$ cat config.mk
export PLATFORM = sky130hd
export DESIGN_NAME = heartbeat_gen
export DESIGN_NICKNAME = d
export VERILOG_FILES = /design/src/rtl/heartbeat_pkg.sv /design/src/rtl/hb_cycle_timer.sv /design/src/rtl/heartbeat_gen.sv
export SDC_FILE = /design/constraint.sdc
export NUM_CORES = 1
export LEC_CHECK = 0
export ABC_AREA = 0
export CELL_PAD_IN_SITES_DETAIL_PLACEMENT = 0
export CELL_PAD_IN_SITES_GLOBAL_PLACEMENT = 1
export CORE_MARGIN = 2
export CORE_UTILIZATION = 45
export DETAILED_ROUTE_END_ITERATION = 10
export PLACE_DENSITY_LB_ADDON = 0.1
export SYNTH_ARGS = -nofsm -noshare
export SYNTH_HDL_FRONTEND = slang
export SYNTH_SLANG_ARGS = --single-unit
$ cat constraint.sdc
create_clock -name clk -period 3 [get_ports clk]
set_clock_uncertainty 0.15 [all_clocks]
set_input_delay 0.45 -clock clk [delete_from_list [all_inputs] [get_ports clk]]
set_output_delay 0.45 -clock clk [all_outputs]
set_load 0.01 [all_outputs]
$ cat src/rtl/heartbeat_pkg.sv
// Shared types and default timing for the heartbeat generator and its recovery timer.
package heartbeat_pkg;

  typedef enum logic [2:0] {
    ST_IDLE    = 3'd0,
    ST_RUN     = 3'd1,
    ST_HOLD    = 3'd2,
    ST_RECOVER = 3'd3,
    ST_SETTLE  = 3'd4
  } hb_state_e;

  localparam int unsigned HB_PERIOD_DEF      = 1000;
  localparam int unsigned RECOVER_CYCLES_DEF = 16;
  localparam int unsigned SETTLE_CYCLES_DEF  = 64;
  localparam int unsigned TMR_W              = 16;

  function automatic logic is_recovering(input hb_state_e s);
    return (s == ST_RECOVER) || (s == ST_SETTLE);
  endfunction

endpackage

$ cat src/rtl/hb_cycle_timer.sv
// Loadable down-counter with a terminal-count flag; times both RECOVER and SETTLE.
module hb_cycle_timer
  import heartbeat_pkg::*;
#(
  parameter int unsigned W = TMR_W
) (
  input  logic         clk,
  input  logic         rst,
  input  logic         load,
  input  logic [W-1:0] load_val,
  output logic         done
);

  logic [W-1:0] cnt_q;

  always_ff @(posedge clk) begin
    if (rst) begin
      cnt_q <= '0;
    end else if (load) begin
      cnt_q <= load_val;
    end else if (cnt_q != '0) begin
      cnt_q <= cnt_q - 1'b1;
    end
  end

  assign done = (cnt_q == '0);

endmodule

$ cat src/rtl/heartbeat_gen.sv
// Heartbeat pulse generator with watchdog-driven subsystem recovery.
// Optional saturating recovery log enabled by defining HB_RECOVERY_LOG_EN.
//
// state   | meaning
// IDLE    | generation disabled, counter cleared
// RUN     | counting, one-cycle heartbeat every HB_PERIOD cycles
// HOLD    | datapath unhealthy, counter frozen, no heartbeat
// RECOVER | subsys_reset pulse in progress, inputs ignored
// SETTLE  | quiet time after recovery before resuming
module heartbeat_gen
  import heartbeat_pkg::*;
#(
  parameter int unsigned HB_PERIOD      = HB_PERIOD_DEF,
  parameter int unsigned RECOVER_CYCLES = RECOVER_CYCLES_DEF,
  parameter int unsigned SETTLE_CYCLES  = SETTLE_CYCLES_DEF,
  parameter int unsigned CNT_W          = 32
) (
  input  logic       clk,
  input  logic       rst,
  input  logic       enable,
  input  logic       health_ok,
  input  logic       force_reset,
  output logic       heartbeat,
  output logic       subsys_reset,
  output logic       recovering,
  output logic [2:0] state,
  output logic [7:0] recovery_count
);

  if (HB_PERIOD < 2) begin : g_bad_period_min
    $error("heartbeat_gen: HB_PERIOD must be at least 2");
  end
  if (CNT_W < 64 && 64'(HB_PERIOD) >= (64'd1 << CNT_W)) begin : g_bad_period_width
    $error("heartbeat_gen: HB_PERIOD does not fit in CNT_W bits");
  end
  if (RECOVER_CYCLES < 1 || SETTLE_CYCLES < 1) begin : g_bad_timer_min
    $error("heartbeat_gen: RECOVER_CYCLES and SETTLE_CYCLES must be at least 1");
  end
  if (64'(RECOVER_CYCLES) > (64'd1 << TMR_W) || 64'(SETTLE_CYCLES) > (64'd1 << TMR_W)) begin : g_bad_timer_width
    $error("heartbeat_gen: recovery timing exceeds timer width");
  end

  localparam logic [CNT_W-1:0] HB_LAST  = CNT_W'(HB_PERIOD - 1);
  localparam logic [TMR_W-1:0] REC_LOAD = TMR_W'(RECOVER_CYCLES - 1);
  localparam logic [TMR_W-1:0] SET_LOAD = TMR_W'(SETTLE_CYCLES - 1);

  hb_state_e        state_q, state_d;
  logic [CNT_W-1:0] cnt_q, cnt_d;
  logic             hb_d;
  logic             tmr_load, tmr_done;
  logic [TMR_W-1:0] tmr_val;
  logic             rec_entry;

  hb_cycle_timer #(.W(TMR_W)) u_timer (
    .clk      (clk),
    .rst      (rst),
    .load     (tmr_load),
    .load_val (tmr_val),
    .done     (tmr_done)
  );

  always_comb begin
    state_d = state_q;
    case (state_q)
      ST_IDLE: begin
        if (force_reset)  state_d = ST_RECOVER;
        else if (enable)  state_d = health_ok ? ST_RUN : ST_HOLD;
      end
      ST_RUN: begin
        if (force_reset)     state_d = ST_RECOVER;
        else if (!enable)    state_d = ST_IDLE;
        else if (!health_ok) state_d = ST_HOLD;
      end
      ST_HOLD: begin
        if (force_reset)    state_d = ST_RECOVER;
        else if (!enable)   state_d = ST_IDLE;
        else if (health_ok) state_d = ST_RUN;
      end
      ST_RECOVER: begin
        if (tmr_done) state_d = ST_SETTLE;
      end
      ST_SETTLE: begin
        if (force_reset)   state_d = ST_RECOVER;
        else if (!enable)  state_d = ST_IDLE;
        else if (tmr_done) state_d = ST_RUN;
      end
      default: state_d = ST_IDLE;
    endcase
  end

  // Pulse only when staying in RUN so a leaving transition can never emit one.
  always_comb begin
    cnt_d = cnt_q;
    hb_d  = 1'b0;
    if (state_d == ST_RUN) begin
      if (state_q != ST_RUN) begin
        cnt_d = '0;
      end else if (cnt_q == HB_LAST) begin
        cnt_d = '0;
        hb_d  = 1'b1;
      end else begin
        cnt_d = cnt_q + 1'b1;
      end
    end else if (state_d == ST_IDLE) begin
      cnt_d = '0;
    end
  end

  assign rec_entry = (state_d == ST_RECOVER) && (state_q != ST_RECOVER);
  assign tmr_load  = (state_d != state_q) && ((state_d == ST_RECOVER) || (state_d == ST_SETTLE));
  assign tmr_val   = (state_d == ST_RECOVER) ? REC_LOAD : SET_LOAD;

  always_ff @(posedge clk) begin
    if (rst) begin
      state_q      <= ST_IDLE;
      cnt_q        <= '0;
      heartbeat    <= 1'b0;
      subsys_reset <= 1'b0;
    end else begin
      state_q      <= state_d;
      cnt_q        <= cnt_d;
      heartbeat    <= hb_d;
      subsys_reset <= (state_q == ST_RECOVER);
    end
  end

  assign recovering = is_recovering(state_q);
  assign state      = state_q;

`ifdef HB_RECOVERY_LOG_EN
  logic [7:0] rec_cnt_q;

  always_ff @(posedge clk) begin
    if (rst) begin
      rec_cnt_q <= '0;
    end else if (rec_entry && (rec_cnt_q != 8'hFF)) begin
      rec_cnt_q <= rec_cnt_q + 1'b1;
    end
  end

  assign recovery_count = rec_cnt_q;
`else
  logic unused_rec_entry;
  assign unused_rec_entry = rec_entry;
  assign recovery_count   = '0;
`endif

endmodule
==> metrics.md, run 1 <==
| Metric | Value |
|---|---|
| Leak pwr | approximately 0.0011 µW |
| Worst setup path category | register to register |
| Setup tns final | 0 ps |
| Wirelength, routed | slightly below 7000 µm |
| Top FF cell, synth | dfxtp_1 |
| Final hold slack | 336 ps |
| Largest net degree at the start of global routing | between 50 and 60 |
| Hold violation count in the final report | 0 |
| Die height | 87.1 µm |
| R2R depth | 10 |
| Sequential element share of the synthesized area | 0.342 |
| Post CTS Setup Buffer Count | 0 |
| Synth async-reset ratio | 0 |
| Mapped Area | 0.00311 mm² |
| Arrival time worst endpoint | 2700 ps |
| Clk slew on worst S/H paths | approximately 100 ps |
| Final nets | 379 |
| Synth area leaders | dfxtp_1 34%, a311oi_2 8.7%, nand2_1 4.8% |
| Number of distinct library cells after synthesis | 57 |
| Top Ports | 19 |
| Internal power | roughly 1300 µW |
| Critical path endpoint | cnt_q[10] |
| Seq pwr share | 0.426 |
| Final setup fails | 0 |
| Wire per inst | roughly 15 µm |
| Final Util | 0.493 |
| Worst VDD drop | 0.000446 V |
| Status | completed |
| Ys Warns | 0 |
| Fin. max-slew vios | 0 |
| Clock power frac | 0.197 |
| Core area | roughly 0.0067 mm² |
| GRT overflow | 0 |
| Routability cong. | between 0.7 and 0.8 |
| CTS resizes | 0 |
| P_sw | 780 µW |
| Commonest cells after routing, fill and taps aside | 53 x dfxtp_1, 40 x nand2_1, 29 x nor2_1 |
| Post-DRT Antenna Nets | 0 |
| CP Max Fanout | a little under 60 |
| Most common cell after layout, fill and taps aside | dfxtp_1 |
| Cts bufs inserted | 5 |
| Reg2reg end | cnt_q[10] |
| Max-Cap Viols | 0 |
| Critical Path Source | u_timer.cnt_q[0] |
| EDFF count, synth | 0 |
| H-Tree Depth | 2 |
| Design area | 0.00332 mm² |
| Reg2Reg Setup Slack | 380 ps |
| CP required | 3080 ps |
| Period utilisation layout | 0.873 |
| Largest area contributor in the netlist | dfxtp_1 |
| Die Span X | slightly below 90 µm |
| RR Startpoint | u_timer.cnt_q[0] |
| Flops & latches, synth | 53 |
| Layout cells sized above 1 | 0.147 |
| Routed vias | ~2600 |
| Worst Tran Pin Value | about 520 ps |
| Number of global-route vias before repair | ~2600 |
| Cell count after placement | 445 |
| Setup crit end kind | register |
| Fin crit period | around 2600 ps |
| Fin cells | 453 |
| DRC violations left | 0 |
| Worst slew margin | 0.642 |
| PwrDens | approximately 620 mW/mm² |
| Syn avg cell area | 8.42 µm² |
| Longest Clk Path Bufs | 2 |
| Hold WC Path Type | register to register |
| Starting Density | 0.462 |
| First-pass GRT wire length | around 12000 µm |
| Cells after synthesis | roughly 370 |
| # hold bufs at CTS | 0 |
| Buffers added on ports | 10 |
| Final-layout fill cell count | 682 |
| RSZ-0062 raised after global routing | false |
| 1st-iter DRT viols | between 100 and 150 |
| Vias per cell | 5.83 |
| Root buf cell | clkbuf_8 |
| Cell Area, Placed | 0.00323 mm² |
| Initial antenna violation count | 0 |
| Rows | 30 |
| Post-DP HPWL | 4610 µm |
| Area Overhead vs Synth | 6.73% |
| CTS tree | done |
| Max Freq | ~380 MHz |
| Clock Latency Late Sink | between 300 and 400 ps |
| Tot GR Track Use | 0.194 |
| Clock Sinks | 53 |
| Net switching fraction of the power | 0.377 |
| Diodes inserted | 0 |
| DR pass1 iterations | 4 |
| Top-area cell type share of the netlist area | 0.342 |
| Logic pwr share | 0.377 |
| Critical Path Source Type | register |
| Die area | 0.00758 mm² |
-- per-stage QoR --
stage               total power, µW  setup slack, ps
finish                         2070              380
global route                   2240              173
CTS                            2110              364
detailed placement             1680              155
global placement               1680              189
floorplan                      1500              746
-- per-layer routing --
metal  up-vias  part of all wire  track usage
met1      1251              0.50        0.254
li1       1364                 -            -
met5         -                 0            0
met2        23              0.47        0.332
met4         0             0.010       0.0573
met3         5             0.022       0.0284
-- synth_stat cells (2+ instances only) --
cell type,number
a41oi_1,7
a311oi_2,18
o32ai_1,2
buf_4,9
buf_2,6
or2_2,2
a21oi_1,26
nand2_1,40
nand3_1,22
nor4_1,10
ha_1,2
xnor2_1,6
or2b_1,2
xor2_1,5
nand2b_1,5
and2_1,8
mux2i_1,2
clkbuf_1,9
nand4_1,4
or3_1,5
a311oi_1,6
and4_1,3
nor2b_1,2
buf_6,3
o21ai_0,8
nor3_1,10
nand2_2,10
inv_1,6
nor2_1,29
dfxtp_1,53
and3_1,14
a31oi_1,10
-- power by group through the flow --
stage               logic (µW)  registers [µW]  clock network [µW]
finish                     780             882                 407
global route               890             897                 456
CTS                        793             882                 429
detailed placement         786             897                   0
global placement           785             896                   0
floorplan                  624             878                   0
-- how the worst min path moves through the flow --
| stage | startpoint | endpoint | slack, ps | depth (start not counted) |
|---|---|---|---|---|
| floorplan | cnt_q[31] | cnt_q[31] | 300 | 1 |
| global placement | u_timer.cnt_q[12] | u_timer.cnt_q[12] | 320 | 2 |
| detailed placement | cnt_q[31] | cnt_q[31] | 320 | 1 |
| CTS | u_timer.cnt_q[12] | u_timer.cnt_q[12] | 340 | 2 |
| global route | cnt_q[31] | cnt_q[31] | 360 | 1 |
| finish | u_timer.cnt_q[12] | u_timer.cnt_q[12] | 340 | 2 |
-- registers in the layout, summed over array words and instances (netlist names) --
register	cells
cnt_q	32
u_timer.cnt_q	16
state	3
heartbeat	1
subsys_reset	1
-- cell families after synthesis --
family          synth area share
flops                      0.342
buf+inv                   0.0664
mux                      0.00644
xor+xnor                  0.0310
other cells              0.00121
compound gates             0.249
simple gates               0.296
fa+ha+maj                0.00805
-- critical path, stage by stage (launching register included) --
cell	delay [ps]
dfxtp_1	320
inv_1	100
ha_1	200
nor2b_1	250
and3_1	260
a31oi_2	140
a211oi_4	290
buf_12	290
buf_4	180
o21ai_0	90
a311oi_2	260
-- layout make-up --
class                           instances  area (µm²)  area share
Tap cell                               80         100      0.0302
Inverter                                6        22.5     0.00679
Multi-Input combinational cell        288        1870       0.563
Clock inverter                          3        17.5     0.00528
Clock buffer                            5        68.8      0.0208
Sequential cell                        53        1060       0.320
Timing Repair Buffer                   18         180      0.0543
(Power assumes the default switching activity.)
==> run 2: changes to the inputs <==
- GPL_TIMING_DRIVEN: not set -> 0
- clock period: 3 -> 2.6 ns (I/O delays scaled with it)
==> metrics.md, run 2 (synthesized netlist as in run 1, its figures left out) <==
| Metric | Value |
|---|---|
| Leak pwr | approximately 0.0012 µW |
| Internal power | between 1500 and 2000 µW |
| Max Freq | 402 MHz |
| P_sw | approximately 960 µW |
| Cell Area, Placed | between 0.003 and 0.004 mm² |
| Number of global-route vias before repair | approximately 2500 |
| Final-layout fill cell count | ~700 |
| Worst slew margin | 0.496 |
| Layout cells sized above 1 | 0.191 |
| Setup tns final | 0 ps |
| Critical Path Source Type | register |
| Crit path largest cell delay | 320 ps |
| Wire per inst | approximately 17 µm |
| Commonest cells after routing, fill and taps aside | 53 x dfxtp_1, 40 x nand2_1, 29 x nor2_1 |
| Initial antenna violation count | 0 |
| Fin crit period | 2490 ps |
| H-Tree Depth | 2 |
| Most common cell after layout, fill and taps aside | dfxtp_1 |
| Max-Cap Viols | 0 |
| Core area | 0.00672 mm² |
| Root buf cell | clkbuf_8 |
| Routed vias | around 2800 |
| Starting Density | 0.462 |
| Final nets | approximately 400 |
| Design area | around 0.0035 mm² |
| Die Span X | just under 90 µm |
| Largest Register | cnt_q |
| Final setup fails | 0 |
| Clock Sinks | 53 |
| Routability cong. | between 0.8 and 0.9 |
| Worst setup path category | register to register |
| DRC violations left | 0 |
| Net switching fraction of the power | 0.386 |
| # hold bufs at CTS | 0 |
| Period utilisation layout | 0.956 |
| Arrival time worst endpoint | roughly 2500 ps |
| Diodes inserted | 0 |
| Hold violation count in the final report | 0 |
| GRT overflow | 0 |
| Buffers added on ports | 9 |
| First-pass GRT wire length | between 10000 and 15000 µm |
| Setup crit end kind | register |
| Worst Tran Pin Value | approximately 760 ps |
| Clk slew on worst S/H paths | about 100 ps |
| Tot GR Track Use | 0.214 |
| Logic pwr share | 0.398 |
| Clock power frac | 0.195 |
| Die area | about 0.0076 mm² |
| Status | completed |
| Reg2Reg Setup Slack | 110 ps |
| Hold WC Path Type | register to register |
| Wirelength, routed | around 8000 µm |
| Vias per cell | between 5 and 6 |
| 1st-iter DRT viols | around 230 |
| Slowest-stage cell, CP | dfxtp_1 |
| DR pass1 iterations | 5 |
| Final hold slack | between 300 and 400 ps |
| Top Ports | 19 |
| Rows | 30 |
| Final Util | 0.522 |
| Die height | 87.1 µm |
| Clock Latency Late Sink | approximately 310 ps |
| PwrDens | slightly above 700 mW/mm² |
| Area Overhead vs Synth | 12.9% |
| Post-DRT Antenna Nets | 0 |
| Worst VDD drop | ~0.00029 V |
| Largest net degree at the start of global routing | 15 |
| Max FFs per register | 32 |
| CP required | roughly 2700 ps |
| Longest Clk Path Bufs | 2 |
| Post-DP HPWL | between 5000 and 6000 µm |
| CTS tree | done |
| Critical-path cell list | inv_1 -> ha_2 -> nor2b_4 -> and3_4 -> a31oi_2 -> a211oi_4 -> buf_4 -> clkbuf_4 -> a31oi_1 -> a311oi_1 |
| Seq pwr share | 0.407 |
| CP Max Fanout | 10 |
| Fin. max-slew vios | 0 |
| Cts bufs inserted | 5 |
[run 2: metrics by stage]
stage | setup slack (ps) | instances | power [µW]
5_1_grt | -30.9 | 477 | 2660
4_1_cts | 34.2 | 475 | 2440
2_1_floorplan | 346 | 376 | 1730
3_3_place_gp | -301 | 465 | 1930
3_5_place_dp | -328 | 465 | 1940
6_report | 115 | 477 | 2490
[run 2: timing repair]
action / 4_1_cts / 5_1_grt
pin swaps: 1 / 4
buffers inserted: 3 / 2
gates cloned: 0 / 1
setup endpoints to repair: 40 / 47
hold endpoints to repair: 0 / 0
gates resized for setup: 4 / 10
[run 2: worst max-delay path, delay by kind of cell, from the launching register on]
family | cells | cell delay, ps
AND/OR/NAND/NOR | 2 | 400
flip-flops | 1 | 320
adder cells (fa/ha/maj) | 1 | 210
AO/OA/AOI/OAI | 4 | 800
buffers and inverters | 3 | 510
[run 2: power groups by stage]
stage          Clock, µW  Sequential, µW  Combinational (µW)
3_5_place_dp           0            1030                 908
5_1_grt              522            1030                1110
4_1_cts              498            1010                 934
2_1_floorplan          0            1010                 720
3_3_place_gp           0            1030                 900
6_report             485            1020                 992
[run 2: final cells by class]
cell class	instances	area (µm²)	share of cell area
multi-input cells	288	1920	0.547
inverters	6	22.5	0.00642
flip-flops and latches	53	1060	0.303
clock buffers	7	86.3	0.0246
plain buffers	28	188	0.0535
well taps	80	100	0.0285
repair buffers	15	133	0.0378
[run 2: path summary, 6_finish.rpt]
check | endpoint | startpoint | depth (start not counted)
hold / removal | u_timer.cnt_q[12] | u_timer.cnt_q[12] | 2
setup / recovery | cnt_q[31] | u_timer.cnt_q[0] | 10
setup reg to reg | cnt_q[31] | u_timer.cnt_q[0] | 10
hold reg to reg | u_timer.cnt_q[12] | u_timer.cnt_q[12] | 2
[run 2: routing by layer]
metal / vias to the layer above / global-route usage / part of all wire
li1: 1416 / - / -
met1: 1341 / 0.332 / 0.51
met2: 77 / 0.312 / 0.42
met3: 11 / 0.0294 / 0.051
met4: 0 / 0.0531 / 0.012
met5: - / 0 / 0
